File: config.mk
export PLATFORM = sky130hd
export DESIGN_NAME = bp_be_dcache_block_op_issuer
export DESIGN_NICKNAME = d
export VERILOG_FILES = /design/src/rtl/bp_be_pkg.sv /design/src/rtl/bp_be_dcache_block_op_issuer.sv
export SDC_FILE = /design/constraint.sdc
export NUM_CORES = 1
export LEC_CHECK = 0
export BUFFER_PORTS_ARGS = -buffer_cell sky130_fd_sc_hd__buf_2
export CORE_MARGIN = 1.5
export CORE_UTILIZATION = 45
export CTS_BUF_LIST = sky130_fd_sc_hd__clkbuf_4
export CTS_CLUSTER_DIAMETER = 30
export CTS_CLUSTER_SIZE = 12
export DETAILED_ROUTE_END_ITERATION = 6
export PLACE_DENSITY = 0.81
export SLEW_MARGIN = 20
export SYNTH_ARGS = -nofsm -noshare
export SYNTH_HDL_FRONTEND = slang
export SYNTH_SLANG_ARGS = --single-unit
File: constraint.sdc
create_clock -name clk_i -period 1.9 [get_ports clk_i]
set_clock_uncertainty 0.15 [all_clocks]
set_input_delay 0.095 -clock clk_i [delete_from_list [all_inputs] [get_ports clk_i]]
set_output_delay 0.095 -clock clk_i [all_outputs]
set_load 0.01 [all_outputs]
File: src/rtl/bp_be_pkg.sv
// Backend definitions shared by the dcache block-op issuer and its bench.
// Contents: block command encodings, the dcache opcode subset used by block
// ops, issuer FSM states, the cmd->opcode mapping and the dcache packet macros.

`ifndef BP_BE_PKG_MACROS_SV
`define BP_BE_PKG_MACROS_SV

// Packet layout, MSB first: opcode | vaddr | rd_addr
`define BP_BE_DECLARE_DCACHE_PKT_S(vaddr_width_mp) \
  typedef struct packed { \
    bp_be_dcache_fu_op_e                 opcode; \
    logic [vaddr_width_mp-1:0]           vaddr; \
    logic [reg_addr_width_gp-1:0]        rd_addr; \
  } bp_be_dcache_pkt_s

`define BP_BE_DCACHE_PKT_WIDTH(vaddr_width_mp) \
  (dcache_opcode_width_gp + (vaddr_width_mp) + reg_addr_width_gp)

`endif

package bp_be_pkg;

  localparam int reg_addr_width_gp      = 5;
  localparam int dcache_opcode_width_gp = 5;

  typedef enum logic [2:0] {
    e_block_bzero  = 3'd0,
    e_block_bload  = 3'd1,
    e_block_binval = 3'd2,
    e_block_bclean = 3'd3,
    e_block_bflush = 3'd4
  } bp_be_block_cmd_e;

  typedef enum logic [dcache_opcode_width_gp-1:0] {
    e_dcache_op_ld     = 5'd0,
    e_dcache_op_sd     = 5'd1,
    e_dcache_op_bzero  = 5'd20,
    e_dcache_op_bload  = 5'd21,
    e_dcache_op_binval = 5'd22,
    e_dcache_op_bclean = 5'd23,
    e_dcache_op_bflush = 5'd24
  } bp_be_dcache_fu_op_e;

  typedef enum logic [1:0] {
    e_issuer_idle  = 2'd0,
    e_issuer_issue = 2'd1,
    e_issuer_done  = 2'd2
  } bp_be_block_issuer_state_e;

  // Encodings 5..7 have no dcache counterpart and must issue nothing.
  function automatic logic block_cmd_is_mapped(input logic [2:0] cmd);
    return (cmd <= 3'd4);
  endfunction

  function automatic bp_be_dcache_fu_op_e block_cmd_to_dcache_op(input bp_be_block_cmd_e cmd);
    bp_be_dcache_fu_op_e op;
    case (cmd)
      e_block_bzero : op = e_dcache_op_bzero;
      e_block_bload : op = e_dcache_op_bload;
      e_block_binval: op = e_dcache_op_binval;
      e_block_bclean: op = e_dcache_op_bclean;
      e_block_bflush: op = e_dcache_op_bflush;
      default       : op = e_dcache_op_bzero;
    endcase
    return op;
  endfunction

endpackage

File: src/rtl/bp_be_dcache_block_op_issuer.sv
// Expands one block-range maintenance command into one dcache packet per
// cache block on a valid/ready-and stream, then pulses done with the count.
// Ports: cmd_* (command in), abort_i, pkt_* (packet stream out), busy_o,
// done_v_o/done_count_o (completion). Sync active-low reset_n_i on clk_i.

module bp_be_dcache_block_op_issuer
  import bp_be_pkg::*;
  #(parameter int vaddr_width_p        = 39
  , parameter int dcache_block_width_p = 512
  , parameter int max_blocks_p         = 64
  , localparam int count_width_lp      = $clog2(max_blocks_p+1)
  , localparam int block_bytes_lp      = dcache_block_width_p/8
  , localparam int dcache_pkt_width_lp = `BP_BE_DCACHE_PKT_WIDTH(vaddr_width_p)
  )
  (input  logic                           clk_i
  , input  logic                          reset_n_i

  , input  logic                          cmd_v_i
  , output logic                          cmd_ready_and_o
  , input  logic [2:0]                    cmd_op_i
  , input  logic [vaddr_width_p-1:0]      cmd_vaddr_i
  , input  logic [count_width_lp-1:0]     cmd_count_i

  , input  logic                          abort_i

  , output logic                          pkt_v_o
  , output logic [dcache_pkt_width_lp-1:0] pkt_o
  , input  logic                          pkt_ready_and_i

  , output logic                          busy_o
  , output logic                          done_v_o
  , output logic [count_width_lp-1:0]     done_count_o
  );

  `BP_BE_DECLARE_DCACHE_PKT_S(vaddr_width_p);

  localparam logic [vaddr_width_p-1:0] block_stride_lp = vaddr_width_p'(block_bytes_lp);
  localparam logic [vaddr_width_p-1:0] offset_mask_lp  = vaddr_width_p'(block_bytes_lp-1);

  bp_be_block_issuer_state_e state_q, state_n;
  bp_be_dcache_fu_op_e       op_q;
  logic [vaddr_width_p-1:0]  addr_q;
  logic [count_width_lp-1:0] remaining_q, issued_q;

  logic cmd_ready, accept, pkt_hs, cmd_mapped;
  logic [vaddr_width_p-1:0] vaddr_aligned;
  bp_be_dcache_pkt_s pkt;

  assign cmd_mapped    = block_cmd_is_mapped(cmd_op_i);
  assign vaddr_aligned = cmd_vaddr_i & ~offset_mask_lp;
  assign accept        = cmd_v_i & cmd_ready;
  assign pkt_hs        = pkt_v_o & pkt_ready_and_i;

  // Next state and all handshake outputs come from state only.
  always_comb begin
    state_n   = state_q;
    cmd_ready = 1'b0;
    pkt_v_o   = 1'b0;
    done_v_o  = 1'b0;
    unique case (state_q)
      e_issuer_idle: begin
        cmd_ready = 1'b1;
        if (cmd_v_i)
          state_n = (cmd_mapped && (cmd_count_i != '0)) ? e_issuer_issue : e_issuer_done;
      end
      e_issuer_issue: begin
        pkt_v_o = 1'b1;
        // A handshake coinciding with abort still lands in issued_q below.
        if (abort_i || (pkt_ready_and_i && (remaining_q == count_width_lp'(1))))
          state_n = e_issuer_done;
      end
      e_issuer_done: begin
        done_v_o = 1'b1;
        state_n  = e_issuer_idle;
      end
      default: state_n = e_issuer_idle;
    endcase
  end

  always_ff @(posedge clk_i) begin
    if (!reset_n_i) begin
      state_q     <= e_issuer_idle;
      op_q        <= e_dcache_op_bzero;
      addr_q      <= '0;
      remaining_q <= '0;
      issued_q    <= '0;
    end else begin
      state_q <= state_n;
      if (accept) begin
        op_q        <= block_cmd_to_dcache_op(bp_be_block_cmd_e'(cmd_op_i));
        addr_q      <= vaddr_aligned;
        remaining_q <= cmd_mapped ? cmd_count_i : '0;
        issued_q    <= '0;
      end else if (pkt_hs) begin
        // Address wraps silently at the top of the vaddr space.
        addr_q      <= addr_q + block_stride_lp;
        remaining_q <= remaining_q - count_width_lp'(1);
        issued_q    <= issued_q + count_width_lp'(1);
      end
    end
  end

  // Packet fields only move on a handshake, so they hold steady under stall.
  always_comb begin
    pkt         = '0;
    pkt.opcode  = op_q;
    pkt.vaddr   = addr_q;
    pkt.rd_addr = '0;
  end

  assign pkt_o           = pkt;
  assign cmd_ready_and_o = cmd_ready & reset_n_i;
  assign busy_o          = (state_q != e_issuer_idle);
  assign done_count_o    = issued_q;

endmodule
# Word-level counts from Yosys, hierarchy flattened

Index checks and enable logic that the tools add are counted.

Flip-flop bits (word level): 60
Bits of input ports: 54
Output and inout port bits: 60

Add/sub/neg operators: 3
Order comparisons: 1
Eq/ne operators: 9
Mux-type cells: 13
Bitwise logic cells: 4
Reductions and logical operators: 9

Operators with widths:

| kind                                                  | count |
|---|---|
| 2-to-1 mux 39 bit                                     | 2 |
| adder 39 x 7 -> 39 bit, second input constant         | 1 |
| 2-to-1 mux 7 bit                                      | 3 |
| one-hot mux 4 bit (4 select lines)                    | 1 |
| adder 7 x 1 -> 7 bit, second input constant           | 1 |
| == test 7 x 1 -> 1 bit, second input constant         | 1 |
| nonzero test 7 bit                                    | 1 |
| subtractor 7 x 1 -> 7 bit, second input constant      | 1 |
| == test 3 x 2 -> 1 bit, second input constant         | 2 |
| 2-to-1 mux 2 bit                                      | 3 |
| != test 2 bit, second input constant                  | 2 |
| one-hot mux 2 bit (2 select lines)                    | 1 |
| nonzero test 2 bit                                    | 2 |
| AND 1 bit                                             | 3 |
| == test 3 x 1 -> 1 bit, second input constant         | 1 |
| == test 3 bit, second input constant                  | 1 |
| less-or-equal comparator 3 bit, second input constant | 1 |
| 2-to-1 mux 1 bit                                      | 3 |
| == test 2 x 1 -> 1 bit, second input constant         | 1 |
| == test 2 bit, second input constant                  | 1 |
| logical AND 1 bit                                     | 2 |
| logical NOT 2 bit                                     | 1 |
| AND reduction 2 bit                                   | 1 |
| OR reduction 2 bit                                    | 1 |
| other kinds (2)                                       | 2 |

# Longest topological paths before layout

Gate-level depths: netlist (run 1).

Word-level depth: 5
Gate-level depth with buffers: 7
Depth with buffers taken out: 6

# Least setup slack after synthesis (run 1)

Ideal clock, no wire load.

Path kind: reg2reg
Start point: reg addr_q[15]
End point: reg addr_q[34]
Library setup time: 0.122 ns
Data arrival time: 1.673 ns
Data required time: 1.628 ns
Setup slack: -0.045 ns
Stages on the path, launching flop included: 7
Path buffers: 1
Clock period less this slack: 1.945 ns
Cell sequence: dfxtp_1 nand3_2 or4_4 buf_6 nor4_2 xnor2_1 o21ai_2

Cells in the longest elaborated chain, start to end: 3

Ends and longest elaborated chain:

| element                | RTL line                           | source |
|---|---|---|
| start, declared        | bp_be_dcache_block_op_issuer.sv:42 | `logic [vaddr_width_p-1:0] addr_q;` |
| start signal, assigned | bp_be_dcache_block_op_issuer.sv:91 | `addr_q <= vaddr_aligned;` |
| start signal, assigned | bp_be_dcache_block_op_issuer.sv:96 | `addr_q <= addr_q + block_stride_lp;` |
| adder 39 x 7 -> 39 bit | bp_be_dcache_block_op_issuer.sv:96 |  |
| 2-to-1 mux 39 bit      | bp_be_dcache_block_op_issuer.sv:94 | `end else if (pkt_hs) begin` |
| 2-to-1 mux 39 bit      | bp_be_dcache_block_op_issuer.sv:89 | `if (accept) begin` |

Every way passes these cells. The select of a mux whose other input is x is not followed.
A chain may end at the register's enable or synchronous reset.

# Worst setup path after layout (run 1)

Start point: reg addr_q[16]
End point: reg addr_q[34]

Same word-level chain as after synthesis.

==> impl_metrics.json, run 1 <==
{
  "die_y_um": 83.0,
  "peakVddDrop_mv": 0.351,
  "powerDensity_mw_per_mm2": 608,
  "yosys_warnings": 0,
  "ys.flop_type": "dfxtp_1",
  "die_area_mm2": 0.00688,
  "critical_path_class": "register to register",
  "outcome": "finished clean",
  "drc_errors": 0,
  "setup-violations-final": 0,
  "wire_per_inst_um": 15.1,
  "switching_share": 0.303,
  "r2r_slack_ns": 0.04,
  "antenna_found_initial": 0,
  "ff2ff_path_depth": 5,
  "min_period_over_period": 0.978,
  "final_util": 0.711,
  "grt_usage": 0.253,
  "clock_latency_ns": 0.38,
  "synth_commonest_cells": "dfxtp_1, a21oi_1, nand2_1",
  "worst_ep_required_time_ns": 2.04,
  "leakagePower_nw": 1.84,
  "grt_pass1_wl_um": 14400,
  "synth_top_cell_by_area": "dfxtp_1",
  "rows": 28,
  "first_global_vias": 3172,
  "syn_avg_cell_area_um2": 8.15,
  "nets": 581,
  "synth_top_cell_area_share": 0.369,
  "start_util": 0.475,
  "fmax_ghz": 0.538,
  "cts.path.max_buffers": 2,
  "die_w_um": 83.0,
  "place_congestion": 0.834,
  "hold_viol": 0,
  "worst_slew_pin_slew_ns": 0.734,
  "io-pin-count": 114,
  "setup_slack_ns": 0.0424,
  "crit_fanout": 6,
  "cts_tree": "done",
  "p_comb_frac": 0.260,
  "hold_slack_ns": 0.0719,
  "p_switching_uw": 794,
  "routed_wl_um": 9090,
  "root_buffer": "clkbuf_4",
  "synthToLayoutAreaGrowth_pct": 49.8,
  "layout-drive-gt1-share": 0.351,
  "port-buffer-count": 95,
  "antenna_left": 0,
  "syn_area_mm2": 0.00288,
  "coreArea_mm2": 0.00606,
  "yosysMostFrequentCell": "dfxtp_1",
  "period_needed_ns": 1.86,
  "drv_slew": 0,
  "yosysSeqAreaShare": 0.369,
  "synthCells": 353,
  "cts_buffers": 5,
  "endpoint_kind": "register",
  "cts.sinks": 53,
  "fin_total_pwr_mw": 2.62,
  "r2r_end": "addr_q[34]$_SDFFE_PN0P_",
  "gr-total-overflow": 0,
  "maxSlewHeadroom": 0.510,
  "viasPerCell": 5.46,
  "synth.area.top_cells": "dfxtp_1, xnor2_1, a21oi_1",
  "cp_data_arrival_time_ns": 2.00,
  "drtIter0Drc": 167,
  "hp-class": "primary input to register",
  "ys_seq_elements": 53,
  "dp_hpwl_um": 5850,
  "num_vias": 3273,
  "crit_path_start_kind": "register",
  "rsz0062_at_grt": "yes",
  "place_ws_ns": -0.0449,
  "clk_pin_slew_ns": 0.16,
  "reg2reg_from": "addr_q[16]$_SDFFE_PN0P_",
  "pwr-share-clk": 0.248,
  "sequentialPowerShare": 0.492,
  "async_flop_share": 0,
  "hold_depth": 5,
  "fillerInstances": 470,
  "first_pass_iters": 4,
  "yosysUniqueCellTypes": 47,
  "min_to": "state_q[0]$_SDFFE_PN0P_",
  "internal_power_mw": 1.83,
  "min_from": "cmd_count_i[4]",
  "grt_max_degree": 36,
  "synth_edf_count": 0,
  "maxCapViolations": 0,
  "h-tree-depth": 2
}
cell type report:
cell class | instances | area [um^2] | area share
Multi-Input combinational cell | 270 | 1720 | 0.398
Antenna cell | 1 | 2.50 | 0.000581
Inverter | 9 | 33.8 | 0.00784
Timing Repair Buffer | 184 | 1300 | 0.302
Sequential cell | 53 | 1080 | 0.251
Tap cell | 75 | 93.8 | 0.0218
Clock inverter | 2 | 33.8 | 0.00784
Clock buffer | 6 | 45.0 | 0.0104
routing by layer:
layer  vias up  part of all wire  wire [um]  track usage
li1       1563                 -          -            -
met3        31             0.061        557       0.0467
met1      1527              0.39       3590        0.287
met2       152              0.51       4610        0.456
met4         0             0.036        329        0.121
met5         -                 0          0            0
through the flow:
stage               instances  TNS [ns]  instance area [um^2]
global placement          540         0                  3620
global route              599   -0.0867                  4310
floorplan                 363   -0.0166                  2920
finish                    600         0                  4310
detailed placement        540    -0.155                  3620
CTS                       599         0                  4240
critical path: stages (launching register included):
cell	delay (ns)
dfxtp_2	0.37
nand3_2	0.11
or4_4	0.64
nor4_4	0.28
xnor2_2	0.16
o21ai_2	0.07
how the worst max path moves through the flow:
stage | startpoint | endpoint | slack (ns)
6_report | addr_q[16]$_SDFFE_PN0P_ | addr_q[34]$_SDFFE_PN0P_ | 0.04
4_1_cts | addr_q[13]$_SDFFE_PN0P_ | addr_q[31]$_SDFFE_PN0P_ | 0.003
3_5_place_dp | addr_q[7]$_SDFFE_PN0P_ | addr_q[22]$_SDFFE_PN0P_ | -0.04
3_3_place_gp | addr_q[12]$_SDFFE_PN0P_ | addr_q[31]$_SDFFE_PN0P_ | 0.02
2_1_floorplan | addr_q[23]$_SDFFE_PN0P_ | addr_q[34]$_SDFFE_PN0P_ | -0.02
5_1_grt | addr_q[16]$_SDFFE_PN0P_ | addr_q[34]$_SDFFE_PN0P_ | -0.03
kinds of logic after synthesis:
| logic type | Yosys count | synth area share |
|---|---|---|
| buffers and inverters | 40 | 0.0722 |
| and+or+nand+nor | 134 | 0.272 |
| AOI/OAI and AO/OA | 88 | 0.170 |
| adders and majority gates | 4 | 0.0174 |
| xor gates and xnor gates | 32 | 0.0974 |
| other | 2 | 0.00261 |
| DFF | 53 | 0.369 |
timing repair:
item,CTS,global route
setup buffers,4,0
endpoints found under the setup margin,9,22
gates cloned,1,0
resized for setup,7,16
hold buffers,46,0
hold endpoints to repair,46,0
pin swaps,2,7
state kept, by name (all words and copies together) (netlist names):
register	count
addr_q	33
done_count_o	7
remaining_q	7
op_q	4
state_q	2
power groups by stage:
stage	registers, mW	clock network, mW	logic [mW]
global placement	1.30	0	0.561
finish	1.29	0.650	0.682
CTS	1.28	0.656	0.658
global route	1.30	0.691	0.741
detailed placement	1.30	0	0.575
floorplan	1.34	0	0.271
cells in the final DEF (no fill, tap or decap), types with 4 or more instances in the layout:
cell           instances
a21oi_1               41
and4_1                 4
buf_2                 95
buf_4                 39
clkbuf_4               6
conb_1                12
dfxtp_1               41
dfxtp_2               10
dlygate4sd3_1         46
inv_1                  9
nand2_1               30
nand3_1               15
nand3b_1               4
nand4_1                5
nor2_1                28
nor3_1                 7
nor3_2                 8
nor4_1                 5
o211ai_1               4
o21ai_0               28
xnor2_1               23
xor2_1                 8
(Power assumes the default switching activity.)
==> run 2, diff against run 1 <==
--- a/config.mk
+++ b/config.mk
@@ -7,12 +7,12 @@
 export LEC_CHECK = 0
 export BUFFER_PORTS_ARGS = -buffer_cell sky130_fd_sc_hd__buf_2
 export CORE_MARGIN = 1.5
-export CORE_UTILIZATION = 45
-export CTS_BUF_LIST = sky130_fd_sc_hd__clkbuf_4
+export CORE_UTILIZATION = 44
+export CTS_BUF_LIST = sky130_fd_sc_hd__clkbuf_16
 export CTS_CLUSTER_DIAMETER = 30
 export CTS_CLUSTER_SIZE = 12
 export DETAILED_ROUTE_END_ITERATION = 6
-export PLACE_DENSITY = 0.81
+export PLACE_DENSITY = 0.79
 export SLEW_MARGIN = 20
 export SYNTH_ARGS = -nofsm -noshare
 export SYNTH_HDL_FRONTEND = slang
==> impl_metrics.json, run 2 (synthesized netlist as in run 1, its figures left out) <==
{
  "die_area_mm2": 0.00703,
  "r2r_slack_ns": 0.04,
  "maxCapViolations": 0,
  "cp_data_arrival_time_ns": 1.88,
  "first_pass_iters": 4,
  "cts_tree": "done",
  "layout-drive-gt1-share": 0.370,
  "drv_slew": 0,
  "final_util": 0.697,
  "io-pin-count": 114,
  "worst_ep_required_time_ns": 1.92,
  "worst_slew_pin_slew_ns": 0.756,
  "crit_path_start_kind": "register",
  "routed_wl_um": 8770,
  "hold_depth": 3,
  "min_from": "abort_i",
  "dp_hpwl_um": 5640,
  "leakagePower_nw": 1.90,
  "die_w_um": 83.9,
  "gr-total-overflow": 0,
  "final_common_cell": "buf_2",
  "coreArea_mm2": 0.00635,
  "antenna_left": 0,
  "rows": 29,
  "nets": 578,
  "setup-violations-final": 0,
  "place_ws_ns": -0.0288,
  "fin_total_pwr_mw": 2.99,
  "first_global_vias": 3097,
  "start_util": 0.453,
  "min_to": "state_q[1]$_SDFFE_PN0P_",
  "period_needed_ns": 1.86,
  "crit_fanout": 5,
  "num_vias": 3201,
  "cts_buffers": 5,
  "reg2reg_from": "addr_q[22]$_SDFFE_PN0P_",
  "wire_per_inst_um": 14.7,
  "outcome": "finished clean",
  "clk_pin_slew_ns": 0.07,
  "fin_setup_tns_ns": 0,
  "endpoint_kind": "register",
  "synthToLayoutAreaGrowth_pct": 53.8,
  "cts.path.max_buffers": 2,
  "port-buffer-count": 95,
  "setup_slack_ns": 0.0429,
  "ff2ff_path_depth": 6,
  "peakVddDrop_mv": 0.545,
  "antenna_found_initial": 0,
  "hold_slack_ns": 0.00700,
  "largest_reg_flops": 33,
  "hp-class": "primary input to register",
  "critical_path_class": "register to register",
  "root_buffer": "clkbuf_16",
  "drtIter0Drc": 188,
  "grt_max_degree": 49,
  "r2r_end": "addr_q[30]$_SDFFE_PN0P_",
  "antenna_cells": 0,
  "cts.sinks": 53,
  "die_y_um": 83.9,
  "fmax_ghz": 0.538,
  "grt_usage": 0.244,
  "powerDensity_mw_per_mm2": 676,
  "drc_errors": 0,
  "clock_latency_ns": 0.29,
  "grt_pass1_wl_um": 14100,
  "fillerInstances": 482,
  "place_congestion": 0.855,
  "largest-register": "addr_q",
  "min_period_over_period": 0.977,
  "mostFrequentLayoutCells": "buf_2, dlygate4sd3_1, a21oi_1",
  "rsz0062_at_grt": "yes",
  "viasPerCell": 5.35,
  "hold_viol": 0,
  "h-tree-depth": 2,
  "maxSlewHeadroom": 0.496
}
-- run 2: layout make-up --
| type | instances | area (um^2) | area share |
|---|---|---|---|
| Tap cell | 77 | 96.3 | 0.0218 |
| Multi-Input combinational cell | 270 | 1730 | 0.391 |
| Inverter | 9 | 33.8 | 0.00764 |
| Timing Repair Buffer | 181 | 1310 | 0.297 |
| Clock inverter | 3 | 37.5 | 0.00848 |
| Clock buffer | 5 | 125 | 0.0283 |
| Sequential cell | 53 | 1090 | 0.247 |
-- run 2: critical path, stage by stage (launching register included) --
cell	delay, ns
dfxtp_2	0.34
nand4_1	0.18
or4_4	0.52
buf_4	0.17
nor3_2	0.17
xnor2_1	0.13
a21oi_1	0.07
-- run 2: routing by layer --
layer,up-vias,share of wire,track usage
li1,1570,-,-
met1,1489,0.41,0.289
met2,124,0.51,0.430
met3,18,0.059,0.0485
met4,0,0.019,0.0999
met5,-,0,0
-- run 2: worst max-delay path by stage --
stage          cells past startpoint  slack, ns                     from                       to
6_report                           6       0.04  addr_q[22]$_SDFFE_PN0P_  addr_q[30]$_SDFFE_PN0P_
5_1_grt                            5      -0.04  addr_q[22]$_SDFFE_PN0P_  addr_q[38]$_SDFFE_PN0P_
4_1_cts                            6       0.01  addr_q[12]$_SDFFE_PN0P_  addr_q[31]$_SDFFE_PN0P_
3_5_place_dp                       6      -0.03  addr_q[14]$_SDFFE_PN0P_  addr_q[31]$_SDFFE_PN0P_
3_3_place_gp                       6       0.02  addr_q[14]$_SDFFE_PN0P_  addr_q[31]$_SDFFE_PN0P_
2_1_floorplan                      6      -0.02  addr_q[23]$_SDFFE_PN0P_  addr_q[34]$_SDFFE_PN0P_
-- run 2: per-stage QoR --
| step | instance area (um^2) | std cells |
|---|---|---|
| finish | 4420 | 598 |
| global route | 4420 | 598 |
| CTS | 4290 | 591 |
| detailed placement | 3610 | 537 |
| global placement | 3610 | 537 |
| floorplan | 2920 | 363 |
-- run 2: power by group --
part,internal [mW],switching (mW),total (mW)
combinational,0.335,0.332,0.667
clock,0.614,0.414,1.03
sequential,1.20,0.0928,1.30
total,2.15,0.838,2.99
-- run 2: what timing repair did --
item                       CTS  global route
setup endpoints to repair    9            29
hold endpoints to repair    44             0
gates resized for setup     10            30
gates cloned                 1             0
pin swaps                    2            16
hold buffers                44             0
buffers inserted             1             7
